**src/rtl/mips_ctrl_pkg.sv**
```systemverilog
// Shared control definitions for the multi-cycle MIPS main control and ALUController.
package mips_ctrl_pkg;

    localparam int unsigned OPCODE_W = 6;
    localparam int unsigned ALUOP_W  = 3;
    localparam int unsigned STATE_W  = 4;
    localparam int unsigned SRCB_W   = 2;
    localparam int unsigned PCSRC_W  = 2;

    typedef enum logic [STATE_W-1:0] {
        S_FETCH   = 4'd0,
        S_DECODE  = 4'd1,
        S_MEMADR  = 4'd2,
        S_MEMRD   = 4'd3,
        S_MEMWB   = 4'd4,
        S_MEMWR   = 4'd5,
        S_RTEXEC  = 4'd6,
        S_RTWB    = 4'd7,
        S_BRANCH  = 4'd8,
        S_IMMEXEC = 4'd9,
        S_IMMWB   = 4'd10,
        S_JUMP    = 4'd11
    } state_e;

    localparam logic [OPCODE_W-1:0] OP_RTYPE = 6'b000000;
    localparam logic [OPCODE_W-1:0] OP_LW    = 6'b100011;
    localparam logic [OPCODE_W-1:0] OP_SW    = 6'b101011;
    localparam logic [OPCODE_W-1:0] OP_BEQ   = 6'b000100;
    localparam logic [OPCODE_W-1:0] OP_BNE   = 6'b000101;
    localparam logic [OPCODE_W-1:0] OP_ADDI  = 6'b001000;
    localparam logic [OPCODE_W-1:0] OP_ANDI  = 6'b001100;
    localparam logic [OPCODE_W-1:0] OP_ORI   = 6'b001101;
    localparam logic [OPCODE_W-1:0] OP_J     = 6'b000010;

    localparam logic [ALUOP_W-1:0] ALUOP_ADD   = 3'b000;
    localparam logic [ALUOP_W-1:0] ALUOP_AND   = 3'b001;
    localparam logic [ALUOP_W-1:0] ALUOP_OR    = 3'b010;
    localparam logic [ALUOP_W-1:0] ALUOP_BEQ   = 3'b011;
    localparam logic [ALUOP_W-1:0] ALUOP_BNE   = 3'b100;
    localparam logic [ALUOP_W-1:0] ALUOP_RTYPE = 3'b101;

    localparam logic [SRCB_W-1:0] SRCB_REGB    = 2'b00;
    localparam logic [SRCB_W-1:0] SRCB_FOUR    = 2'b01;
    localparam logic [SRCB_W-1:0] SRCB_IMM     = 2'b10;
    localparam logic [SRCB_W-1:0] SRCB_IMM_SH2 = 2'b11;

    localparam logic [PCSRC_W-1:0] PCSRC_ALU    = 2'b00;
    localparam logic [PCSRC_W-1:0] PCSRC_ALUOUT = 2'b01;
    localparam logic [PCSRC_W-1:0] PCSRC_JUMP   = 2'b10;

    // Datapath control bundle produced by the output decoder.
    typedef struct packed {
        logic [ALUOP_W-1:0] alu_op;
        logic               alu_src_a;
        logic [SRCB_W-1:0]  alu_src_b;
        logic [PCSRC_W-1:0] pc_src;
        logic               pc_en;
        logic               i_or_d;
        logic               mem_read;
        logic               mem_write;
        logic               ir_write;
        logic               reg_dst;
        logic               mem_to_reg;
        logic               reg_write;
        logic               illegal_op;
    } ctrl_t;

    // True for every opcode the control sequences.
    function automatic logic is_legal_op(input logic [OPCODE_W-1:0] op);
        return op inside {OP_RTYPE, OP_LW, OP_SW, OP_BEQ, OP_BNE,
                          OP_ADDI, OP_ANDI, OP_ORI, OP_J};
    endfunction

endpackage

```
**src/rtl/mc_ctrl_outdec.sv**
```systemverilog
// Pure combinational decode of (state, opcode, zero, mem_ready) into datapath controls.
module mc_ctrl_outdec
    import mips_ctrl_pkg::*;
(
    input  state_e                state_i,
    input  logic [OPCODE_W-1:0]   opcode_i,
    input  logic                  zero_i,
    input  logic                  mem_ready_i,
    output ctrl_t                 ctrl_o
);

    // Per-state control values; everything not named in a state stays 0.
    always_comb begin
        ctrl_o = '0;
        case (state_i)
            S_FETCH: begin
                ctrl_o.mem_read  = 1'b1;
                ctrl_o.alu_src_b = SRCB_FOUR;
                ctrl_o.alu_op    = ALUOP_ADD;
                ctrl_o.pc_src    = PCSRC_ALU;
                ctrl_o.ir_write  = mem_ready_i;
                ctrl_o.pc_en     = mem_ready_i;
            end
            S_DECODE: begin
                ctrl_o.alu_src_b  = SRCB_IMM_SH2;
                ctrl_o.alu_op     = ALUOP_ADD;
                ctrl_o.illegal_op = ~is_legal_op(opcode_i);
            end
            S_MEMADR: begin
                ctrl_o.alu_src_a = 1'b1;
                ctrl_o.alu_src_b = SRCB_IMM;
                ctrl_o.alu_op    = ALUOP_ADD;
            end
            S_MEMRD: begin
                ctrl_o.mem_read = 1'b1;
                ctrl_o.i_or_d   = 1'b1;
            end
            S_MEMWB: begin
                ctrl_o.reg_write  = 1'b1;
                ctrl_o.mem_to_reg = 1'b1;
            end
            S_MEMWR: begin
                ctrl_o.mem_write = 1'b1;
                ctrl_o.i_or_d    = 1'b1;
            end
            S_RTEXEC: begin
                ctrl_o.alu_src_a = 1'b1;
                ctrl_o.alu_src_b = SRCB_REGB;
                ctrl_o.alu_op    = ALUOP_RTYPE;
            end
            S_RTWB: begin
                ctrl_o.reg_write = 1'b1;
                ctrl_o.reg_dst   = 1'b1;
            end
            S_BRANCH: begin
                ctrl_o.alu_src_a = 1'b1;
                ctrl_o.alu_src_b = SRCB_REGB;
                ctrl_o.pc_src    = PCSRC_ALUOUT;
                if (opcode_i == OP_BNE) begin
                    ctrl_o.alu_op = ALUOP_BNE;
                    ctrl_o.pc_en  = ~zero_i;
                end else begin
                    ctrl_o.alu_op = ALUOP_BEQ;
                    ctrl_o.pc_en  = zero_i;
                end
            end
            S_IMMEXEC: begin
                ctrl_o.alu_src_a = 1'b1;
                ctrl_o.alu_src_b = SRCB_IMM;
                if (opcode_i == OP_ANDI)     ctrl_o.alu_op = ALUOP_AND;
                else if (opcode_i == OP_ORI) ctrl_o.alu_op = ALUOP_OR;
                else                         ctrl_o.alu_op = ALUOP_ADD;
            end
            S_IMMWB: begin
                ctrl_o.reg_write = 1'b1;
            end
            S_JUMP: begin
                ctrl_o.pc_src = PCSRC_JUMP;
                ctrl_o.pc_en  = 1'b1;
            end
            default: ;
        endcase
    end

endmodule

```
**src/rtl/mc_main_control.sv**
```systemverilog
// Multi-cycle MIPS main control: state register, next-state logic and output gating.
module mc_main_control
    import mips_ctrl_pkg::*;
#(
    parameter bit MEM_WAIT = 1'b1
) (
    input  logic                  clk,
    input  logic                  rst_n,
    input  logic [OPCODE_W-1:0]   opcode,
    input  logic                  zero,
    input  logic                  mem_ready,
    output logic [ALUOP_W-1:0]    alu_op,
    output logic                  alu_src_a,
    output logic [SRCB_W-1:0]     alu_src_b,
    output logic [PCSRC_W-1:0]    pc_src,
    output logic                  pc_en,
    output logic                  i_or_d,
    output logic                  mem_read,
    output logic                  mem_write,
    output logic                  ir_write,
    output logic                  reg_dst,
    output logic                  mem_to_reg,
    output logic                  reg_write,
    output logic                  illegal_op,
    output logic [STATE_W-1:0]    state
);

    state_e state_q, state_d;
    logic   mem_rdy;
    ctrl_t  ctrl;

    assign mem_rdy = MEM_WAIT ? mem_ready : 1'b1;

    // State register; reset forces FETCH without waiting for a clock.
    always_ff @(posedge clk or negedge rst_n) begin
        if (!rst_n) state_q <= S_FETCH;
        else        state_q <= state_d;
    end

    // Next-state sequencing; any unlisted encoding falls back to FETCH.
    always_comb begin
        state_d = S_FETCH;
        case (state_q)
            S_FETCH:  state_d = mem_rdy ? S_DECODE : S_FETCH;
            S_DECODE: begin
                case (opcode)
                    OP_LW, OP_SW:             state_d = S_MEMADR;
                    OP_RTYPE:                 state_d = S_RTEXEC;
                    OP_BEQ, OP_BNE:           state_d = S_BRANCH;
                    OP_ADDI, OP_ANDI, OP_ORI: state_d = S_IMMEXEC;
                    OP_J:                     state_d = S_JUMP;
                    default:                  state_d = S_FETCH;
                endcase
            end
            S_MEMADR:  state_d = (opcode == OP_SW) ? S_MEMWR : S_MEMRD;
            S_MEMRD:   state_d = mem_rdy ? S_MEMWB : S_MEMRD;
            S_MEMWB:   state_d = S_FETCH;
            S_MEMWR:   state_d = mem_rdy ? S_FETCH : S_MEMWR;
            S_RTEXEC:  state_d = S_RTWB;
            S_RTWB:    state_d = S_FETCH;
            S_BRANCH:  state_d = S_FETCH;
            S_IMMEXEC: state_d = S_IMMWB;
            S_IMMWB:   state_d = S_FETCH;
            S_JUMP:    state_d = S_FETCH;
            default:   state_d = S_FETCH;
        endcase
    end

    mc_ctrl_outdec u_outdec (
        .state_i     (state_q),
        .opcode_i    (opcode),
        .zero_i      (zero),
        .mem_ready_i (mem_rdy),
        .ctrl_o      (ctrl)
    );

    // Drive ports; write strobes are held off for the whole time reset is asserted.
    always_comb begin
        alu_op     = ctrl.alu_op;
        alu_src_a  = ctrl.alu_src_a;
        alu_src_b  = ctrl.alu_src_b;
        pc_src     = ctrl.pc_src;
        i_or_d     = ctrl.i_or_d;
        mem_read   = ctrl.mem_read;
        reg_dst    = ctrl.reg_dst;
        mem_to_reg = ctrl.mem_to_reg;
        illegal_op = ctrl.illegal_op;
        pc_en      = ctrl.pc_en     & rst_n;
        mem_write  = ctrl.mem_write & rst_n;
        ir_write   = ctrl.ir_write  & rst_n;
        reg_write  = ctrl.reg_write & rst_n;
        state      = state_q;
    end

endmodule

```
**config.mk**
```make
export PLATFORM = sky130hd
export DESIGN_NAME = mc_main_control
export DESIGN_NICKNAME = d
export VERILOG_FILES = /design/src/rtl/mips_ctrl_pkg.sv /design/src/rtl/mc_ctrl_outdec.sv /design/src/rtl/mc_main_control.sv
export SDC_FILE = /design/constraint.sdc
export NUM_CORES = 1
export LEC_CHECK = 0
export BUFFER_PORTS_ARGS = -buffer_cell sky130_fd_sc_hd__buf_4
export CELL_PAD_IN_SITES_DETAIL_PLACEMENT = 1
export CELL_PAD_IN_SITES_GLOBAL_PLACEMENT = 2
export CORE_MARGIN = 5
export CORE_UTILIZATION = 20
export CTS_CLUSTER_SIZE = 24
export DETAILED_ROUTE_END_ITERATION = 10
export GPL_ROUTABILITY_DRIVEN = 1
export PLACE_DENSITY_LB_ADDON = 0.1
export SYNTH_ARGS = -nofsm -noshare
export SYNTH_HDL_FRONTEND = slang
export SYNTH_SLANG_ARGS = --single-unit
```
**constraint.sdc**
```tcl
create_clock -name clk -period 1.3 [get_ports clk]
set_input_delay 0.13 -clock clk [delete_from_list [all_inputs] [get_ports clk]]
set_output_delay 0.13 -clock clk [all_outputs]
set_load 0.05 [all_outputs]
```
=== After elaboration in Yosys (flattened, before gate mapping) ===
Cells that the tools add are included.

* Memories kept: 0
* RAM bits: 0
* Output and inout port bits: 21
* Logic and storage cells: 59
* Latch bits: 0
* Memory bits (read-only): 0
* Input port bits: 10
* Register bits after elaboration: 4

* Reduce and logical (&&, ||, !) cells: 11
* Muxes and demuxes: 22
* Shift-type cells: 0
* Magnitude comparators: 0
* Equal/unequal tests: 19
* Add/subtract/negate cells: 0
* Div/mod/pow operators: 0
* Bitwise gates (word level): 6
* Multipliers: 0

{| class="wikitable"
|+ Operators with widths
! operator !! count
|-
| 4-bit case mux with 7 select lines || 1
|-
| 4-bit case mux with 5 select lines || 1
|-
| 6-bit by 4-bit equality test with 1-bit output (second input constant) || 3
|-
| 3-bit case mux with 3 select lines || 2
|-
| 4-bit by 3-bit equality test with 1-bit output (second input constant) || 4
|-
| 4-bit equality test (second input constant) || 4
|-
| 6-bit by 3-bit equality test with 1-bit output (second input constant) || 2
|-
| 6-bit equality test (second input constant) || 2
|-
| 3-bit two-way mux || 4
|-
| 1-bit two-way mux || 11
|-
| 2-bit OR reduction || 5
|-
| 9-bit nonzero test || 1
|-
| 4-bit by 2-bit equality test with 1-bit output (second input constant) || 2
|-
| 6-bit by 2-bit equality test with 1-bit output (second input constant) || 1
|-
| 6-bit logical NOT || 1
|-
| 2-bit case mux with 3 select lines || 1
|-
| 3-bit OR reduction || 2
|-
| 1-bit AND || 4
|-
| 4-bit by 1-bit equality test with 1-bit output (second input constant) || 1
|-
| 4-bit logical NOT || 1
|-
| 2-bit two-way mux || 2
|-
| 4-bit OR reduction || 1
|-
| 1-bit inverter || 2
|}

=== Depth between registers and ports, before layout ===
Gate-level depths: netlist of the first run.

* Depth in word-level cells: 4
* Mapped depth: 5
* Gate-level depth less buffers: 4

=== Hierarchy ===
Synthesis of the first run repeated with hierarchy kept, for this count alone.

* Cell total of the unflattened synthesis: 95
* Area total of the unflattened synthesis: 709.4 µm²

{| class="wikitable"
|+ By module, submodules not included
! module !! area an instance (µm²) !! sequential area each (µm²) !! times used !! cells each
|-
| mc_main_control || 356.6 || 100.1 || 1 || 42
|-
| mc_ctrl_outdec || 352.8 || 0.0 || 1 || 53
|}

=== Least setup slack after synthesis of the first run ===
Ideal clock, no wire load.

* Path type: register -> output
* Start point: reg state_q[2] (netlist: state[2])
* End point: out ir_write
* Stages on the path, launching flop included: 4
* Path buffers: 2
* Required time: 1170 ps
* Data arrival time: 2650 ps
* Path slack: -1480 ps
* Cells stage by stage: dfrtp_1 -> clkbuf_1 -> clkbuf_1 -> nor4b_1

* Cells in the longest elaborated chain, start to end: 3

{| class="wikitable"
|+ Ends and longest elaborated chain
! what !! line !! RTL
|-
| start: declaration || mc_main_control.sv:28 || <nowiki>state_e state_q, state_d;</nowiki>
|-
| start signal: assignment || mc_main_control.sv:37 || <nowiki>else state_q <= state_d;</nowiki>
|-
| 4-bit logical NOT || mc_ctrl_outdec.sv:15 || <nowiki>case (state_i)</nowiki>
|-
| 1-bit two-way mux || mc_ctrl_outdec.sv:15 ||
|-
| 1-bit AND || mc_main_control.sv:90 || <nowiki>ir_write = ctrl.ir_write & rst_n;</nowiki>
|-
| end: declaration || mc_main_control.sv:20 || <nowiki>output logic ir_write,</nowiki>
|}

Every way passes these cells.

=== Worst setup path in the final report of the first run ===
* Start point: in opcode[5]
* End point: out alu_op[2]

* Cells in the longest elaborated chain, start to end: 3

{| class="wikitable"
|+ Ends and longest elaborated chain
! what !! line !! RTL
|-
| start: declaration || mc_main_control.sv:9 || <nowiki>input logic [OPCODE_W-1:0] opcode,</nowiki>
|-
| 6-bit by 3-bit equality test with 1-bit output || mc_ctrl_outdec.sv:59 || <nowiki>if (opcode_i == OP_BNE) begin</nowiki>
|-
| 3-bit two-way mux || mc_ctrl_outdec.sv:59 ||
|-
| 3-bit case mux with 3 select lines || mc_ctrl_outdec.sv:15 ||
|-
| end: declaration || mc_main_control.sv:12 || <nowiki>output logic [ALUOP_W-1:0] alu_op,</nowiki>
|}

Every way passes these cells.

==> results.py, run 1 <==
metrics = {
    "global_route": {
        "grt_pass1_vias": 1121,
        "antenna_found_initial": 0,
        "grt_use_total_pct": 15.0,
        "grt_start_max_net_pins": 8,
        "grt_overflow": 0,
        "grt_pass1_wl_mm": 5.06,
    },
    "finish": {
        "utilization_pct": 55.5,
        "antennaDiodeCount": 0,
        "largest_register_ff_count": 4,
        "syn_to_final_growth_pct": 170,
        "layout.nets": 176,
        "drive_gt1_share_pct": 73.2,
    },
    "setup_path": {
        "timing.rr.start": "state[1]",
        "reg2reg_depth": 4,
        "slowest_delay_ns": 0.55,
        "cp_top_family": "simple AND/OR/NAND/NOR gates",
        "critPathSlowestCell": "or4b_4",
        "cp_cell_sequence": "buf_6 -> or4b_4 -> nor3b_4 -> buf_6 -> nand3_4 -> a21oi_4 -> buf_8",
        "required_ns": 1.17,
        "crit_buf_inv": 3,
        "critPathMostFrequentCell": "buf_6",
        "critPathLaunchType": "input pin",
        "end_kind": "output port",
        "worstSetupPathType": "input pin to output port",
        "crit_end": "alu_op[2]",
        "reg2reg_to": "state[1]",
        "cp-startpoint": "opcode[5]",
        "cp_max_fo": 4,
        "crit_cells": 7,
        "worstPathArrival_ns": 1.63,
        "rrSetupSlack_ns": -0.11,
    },
    "pwr": {
        "power_mw": 2.83,
        "p_leak_nw": 0.716,
        "comb_power_share_pct": 86.6,
        "clkPwrFrac_pct": 5.2,
        "intPower_mw": 1.43,
        "p_sw_mw": 1.40,
        "switching_share_pct": 49.6,
        "peakVddDrop_mv": 0.984,
        "pwr-share-seq_pct": 8.2,
        "powerDensity_mw_per_mm2": 1700,
    },
    "logic_synthesis": {
        "synth_cell_types": 33,
        "yosysTopAreaCellShare_pct": 16.2,
        "synth_compound_gate_area_share_pct": 18.3,
        "synthMuxAreaShare_pct": 1.62,
        "ys.warnings.count": 0,
        "synthTopCellsByArea": "dfrtp_1 (16%), and3_1 (6.1%), nand2_1 (6.1%)",
        "synth_enable_flop_cells": 0,
        "synthesis.area_sq_um": 617,
        "syn_inst": 91,
        "avgSynthCellArea_sq_um": 6.78,
        "ys_seq_area_share_pct": 16.2,
        "yosys.area_share.simple_pct": 57.6,
        "synth_top_family_by_area": "simple AND/OR/NAND/NOR gates",
        "synth_top_area_cell": "dfrtp_1",
        "synth-xor-area-share_pct": 1.42,
        "synth_ff_type": "dfrtp_1",
        "ys_ff_latch": 4,
        "synthAdderAreaFrac_pct": 0,
        "syn_nets": 101,
        "synthArstFlopShare_pct": 100,
    },
    "timing": {
        "whs_ns": 0.298,
        "worstMarginPinSlew_ns": 0.296,
        "rsz0062_at_grt": "true",
        "setup_slack_ns": -0.457,
        "finalCritPeriodShare_pct": 135,
        "setup_viol": 20,
        "fin_crit_ns": 1.76,
        "maxSlewHeadroom_pct": 80.1,
        "fmax_mhz": 569,
        "final_max_slew_viol_count": 0,
        "fin_skew_ns": 0.00419,
        "hold_violations": 0,
    },
    "floorplan": {
        "core_area_sq_mm": 0.00300,
        "rows": 20,
        "die_w_um": 65.5,
        "die_h_um": 65.5,
        "io-pin-count": 31,
        "fp.dieArea_sq_mm": 0.00429,
        "start_util_pct": 20.5,
    },
    "status": {
        "violations": "setup timing",
        "status": "finished, violations left",
    },
    "place": {
        "place.gp.congestion": 0.769,
        "dp_hpwl_mm": 2.32,
        "port_buffers": 30,
        "post-place-ws_ns": -0.520,
    },
    "detailed_routing": {
        "drc": 0,
        "num_vias": 959,
        "wl_mm": 3.02,
        "via_per_inst": 4.87,
        "wl_per_cell_um": 15.3,
        "first_pass_iters": 4,
        "final_antenna_net_count": 0,
        "drtIter0Drc": 14,
    },
    "clocking": {
        "cts_root_buf": "clkbuf_4",
        "clkSinkCount": 4,
        "clk_pin_slew_ns": 0.04,
        "tritoncts": "built",
        "htreeDepth": 1,
        "clk_latency_ns": 0.23,
        "clk_path_buf_depth": 2,
        "cts_made_buffers": 3,
    },
    "worst_hold_path": {
        "hp-class": "input pin to flip-flop",
    },
    "job": {
        "drv_cap": 0,
    },
}
[per-layer routing]
metal | GRT usage [%] | part of all wire, % | routed length, um | vias to the layer above
met5 | 0 | 0 | 0 | -
met2 | 31.0 | 59 | 1790 | 16
met3 | 0.513 | 1.5 | 45 | 0
li1 | - | - | - | 481
met4 | 4.66 | 0 | 0 | 0
met1 | 16.0 | 39 | 1180 | 462
[tightest hold or removal path, stage by stage]
cell      delay (ns)
buf_4           0.12
nor3_1          0.08
nand3_2         0.07
o211ai_1        0.08
[power by group through the flow]
stage	clock network, mW	registers [mW]	logic (mW)
after floorplan	0	0.326	1.11
after global placement	0	0.226	1.86
after detailed placement	0	0.224	1.88
after CTS	0.157	0.232	2.35
after global routing	0.166	0.242	2.57
final	0.148	0.232	2.45
[cells in the mapped netlist, types with 2 or more instances]
cell and instances:
nand2_1 10, nor2_1 7, nor3_1 7, and3_1 6
nor2b_1 6, clkbuf_1 5, nand2b_1 5, dfrtp_1 4
nand3_1 4, a21oi_1 3, a31oi_1 3, inv_1 3
nand4_1 3, o21ai_0 3, a211oi_1 2, and2_1 2
o211ai_1 2
[final cells by class]
cell class	count	area, sq um
inverters	3	13.8
multi-input cells	79	743
well taps	33	41.3
flip-flops and latches	4	105
clock buffers	3	22.5
repair buffers	75	742
fillers	330	1340
[cells in the final DEF (no fill, tap or decap), types with 4 or more instances in the layout]
cell,synthesis,final
nand2_2,0,4
dfrtp_2,0,4
buf_8,0,10
and3_4,0,4
nor2_1,7,5
buf_6,0,27
nor2b_4,0,5
buf_4,0,37
nand2_1,10,5
nor3_1,7,4
[logic make-up after synthesis]
logic type,count (synthesis)
xor+xnor,1
buf+inv,8
flops,4
compound gates,17
mux,1
simple gates,60
[worst min-delay path by stage]
stage / slack (ns) / to / cells after the start / startpoint
3_5_place_dp: 0.08 / state[0] / 2 / rst_n
4_1_cts: 0.29 / state[2] / 4 / opcode[0]
3_3_place_gp: 0.08 / state[1] / 2 / rst_n
2_1_floorplan: -0.17 / state[0] / 0 / rst_n
6_report: 0.30 / state[2] / 4 / opcode[0]
5_1_grt: 0.30 / state[0] / 3 / mem_ready
[timing repair]
| action | in CTS | in global routing |
|---|---|---|
| setup buffers | 8 | 11 |
| endpoints found under the hold margin | 4 | 0 |
| pin swaps | 10 | 13 |
| gates resized for setup | 68 | 11 |
| hold buffers | 1 | 0 |
| endpoints found under the setup margin | 19 | 21 |
[per-stage QoR]
stage	instance area (sq um)	cells	setup TNS (ns)
after floorplan	785	91	-4.09
after global routing	1670	197	-5.87
final	1670	197	-4.53
after global placement	1240	180	-2.57
after detailed placement	1240	180	-2.99
after CTS	1590	192	-4.82
Note: power is estimated with default switching activity, not from simulation.
==> run 2, diff against run 1 <==
--- a/config.mk
+++ b/config.mk
@@ -5,11 +5,12 @@
 export SDC_FILE = /design/constraint.sdc
 export NUM_CORES = 1
 export LEC_CHECK = 0
+export ABC_AREA = 1
 export BUFFER_PORTS_ARGS = -buffer_cell sky130_fd_sc_hd__buf_4
 export CELL_PAD_IN_SITES_DETAIL_PLACEMENT = 1
 export CELL_PAD_IN_SITES_GLOBAL_PLACEMENT = 2
 export CORE_MARGIN = 5
-export CORE_UTILIZATION = 20
+export CORE_UTILIZATION = 22
 export CTS_CLUSTER_SIZE = 24
 export DETAILED_ROUTE_END_ITERATION = 10
 export GPL_ROUTABILITY_DRIVEN = 1
==> constraint.sdc (replaced) <==
create_clock -name clk -period 2.2 [get_ports clk]
set_input_delay 0.22 -clock clk [delete_from_list [all_inputs] [get_ports clk]]
set_output_delay 0.22 -clock clk [all_outputs]
set_load 0.05 [all_outputs]
==> results.py, run 2 <==
metrics = {
    "timing": {
        "fmax_mhz": 560,
        "final_max_slew_viol_count": 0,
        "fin_skew_ns": 0.000177,
        "maxSlewHeadroom_pct": 83.7,
        "setup_viol": 0,
        "rsz0062_at_grt": "false",
        "finalSetupTns_ns": 0,
        "fin_crit_ns": 1.79,
        "finalCritPeriodShare_pct": 81.2,
        "worstMarginPinSlew_ns": 0.244,
        "setup_slack_ns": 0.414,
        "hold_violations": 0,
    },
    "status": {
        "status": "completed",
    },
    "logic_synthesis": {
        "avgSynthCellArea_sq_um": 5.64,
        "synth_ff_type": "dfrtp_1",
        "syn_nets": 118,
        "synthesis.area_sq_um": 609,
        "yosysTopAreaCellShare_pct": 16.4,
        "synthTopCellsByArea": "dfrtp_1 (16%), nand2_1 (14%), nand3_1 (13%)",
        "yosys-top-cells-count": "nand2_1 (22), nand3_1 (16), inv_1 (14)",
        "synth_enable_flop_cells": 0,
        "ys.warnings.count": 0,
        "yosys.cell_count.top_type": "nand2_1",
        "ys_seq_area_share_pct": 16.4,
        "synth_top_area_cell": "dfrtp_1",
        "synthArstFlopShare_pct": 100,
        "ys_ff_latch": 4,
        "synth_cell_types": 19,
        "syn_inst": 108,
    },
    "global_route": {
        "grt_pass1_wl_mm": 3.69,
        "grt_use_total_pct": 11.5,
        "grt_overflow": 0,
        "grt_pass1_vias": 839,
        "antenna_found_initial": 0,
        "grt_start_max_net_pins": 8,
    },
    "detailed_routing": {
        "via_per_inst": 4.48,
        "num_vias": 775,
        "first_pass_iters": 2,
        "final_antenna_net_count": 0,
        "drtIter0Drc": 23,
        "wl_per_cell_um": 12.2,
        "drc": 0,
        "wl_mm": 2.12,
    },
    "floorplan": {
        "io-pin-count": 31,
        "fp.dieArea_sq_mm": 0.00392,
        "core_area_sq_mm": 0.00271,
        "rows": 19,
        "die_w_um": 62.6,
        "die_h_um": 62.6,
        "start_util_pct": 22.5,
    },
    "clocking": {
        "cts_made_buffers": 3,
        "clk_path_buf_depth": 2,
        "cts_root_buf": "clkbuf_4",
        "clk_pin_slew_ns": 0.04,
        "tritoncts": "built",
        "clkSinkCount": 4,
        "clk_latency_ns": 0.23,
        "cts_setup_buffers": 0,
        "htreeDepth": 1,
    },
    "setup_path": {
        "worstPathArrival_ns": 1.57,
        "cp_max_fo": 6,
        "required_ns": 1.98,
        "critPathLaunchType": "flip-flop",
        "end_kind": "output port",
        "worstSetupPathType": "flip-flop to output port",
    },
    "place": {
        "dp_hpwl_mm": 1.89,
        "port_buffers": 30,
        "place.gp.congestion": 0.802,
        "post-place-ws_ns": 0.620,
    },
    "finish": {
        "drive_gt1_share_pct": 43.0,
        "layout_common_cells": "buf_4 (30), nand2_1 (22), nand3_1 (16)",
        "final_common_cell": "buf_4",
        "largest_register_ff_count": 4,
        "layout.nets": 154,
        "syn_to_final_growth_pct": 50.1,
        "antennaDiodeCount": 0,
    },
    "worst_hold_path": {
        "hp-class": "input pin to flip-flop",
    },
    "pwr": {
        "peakVddDrop_mv": 0.773,
        "powerDensity_mw_per_mm2": 1030,
        "p_leak_nw": 0.503,
    },
    "job": {
        "drv_cap": 0,
    },
}
## run 2: cell types whose count changed in the layout (fill, tap and decap cells not counted), moves of 6 or more
cell,delta
inv_2,+10
nand3_1,+14
inv_1,+12
nand2_1,+17
buf_4,-7
nor2_2,+6
buf_8,-10
buf_6,-27
## run 2: path summary, 6_finish.rpt
check | cells after the start | end | startpoint | slack (ns)
setup reg to reg | 5 | state[0] | state[2] | 1.00
setup / recovery | 6 | pc_en | state[2] | 0.41
min in group asynchronous | 2 | state[0] | rst_n | 0.34
max in group asynchronous | 2 | state[1] | rst_n | 1.74
hold reg to reg | 3 | state[1] | state[3] | 0.74
hold / removal | 4 | state[2] | opcode[2] | 0.32
## run 2: cell type report
type	instances	area, sq um
fillers	367	1800
multi-input cells	79	424
repair buffers	31	235
flip-flops and latches	4	100
inverters	25	93.8
well taps	31	38.8
clock buffers	3	22.5
## run 2: worst max-delay path, cell delays in order (launching register included)
cell and delay (ns):
dfrtp_1 0.44, nor2_2 0.24, nand4_1 0.22, nand3_1 0.14
nand2_1 0.05, inv_1 0.05, buf_4 0.18
## run 2: cells by family after synthesis
kind of cell / Yosys count / share of synthesized area [%]
flops: 4 / 16.4
simple gates: 69 / 59.5
compound gates: 10 / 8.62
buf+inv: 25 / 15.4
## run 2: per-stage QoR
step / hold slack (ns) / utilization (%) / power [mW] / area (sq um) / std cells
2_1_floorplan: -0.0756 / - / 0.651 / 618 / 108
3_3_place_gp: 0.0395 / 32.5 / 0.865 / 882 / 169
3_5_place_dp: 0.0404 / 32.5 / 0.867 / 882 / 169
4_1_cts: 0.313 / 33.7 / 0.962 / 915 / 173
5_1_grt: 0.347 / 33.7 / 1.02 / 915 / 173
6_report: 0.322 / 33.7 / 0.946 / 915 / 173
## run 2: power breakdown
group / switching [mW] / internal [mW] / total, mW
combinational: 0.530 / 0.203 / 0.733
sequential: 0.0327 / 0.0919 / 0.125
clock: 0.0275 / 0.0609 / 0.0884
total: 0.590 / 0.356 / 0.946
## run 2: what timing repair did
action	CTS	global route
hold buffers	1	0
resized for setup	0	0
endpoints found under the hold margin	4	0
## run 2: layer usage
| metal | track usage (%) | routed length, um | vias to the layer above |
|---|---|---|---|
| met5 | 0 | 0 | - |
| met4 | 5.57 | 19 | 0 |
| met3 | 2.70 | 106 | 2 |
| met2 | 21.4 | 1120 | 20 |
| met1 | 11.9 | 874 | 344 |
| li1 | - | - | 409 |
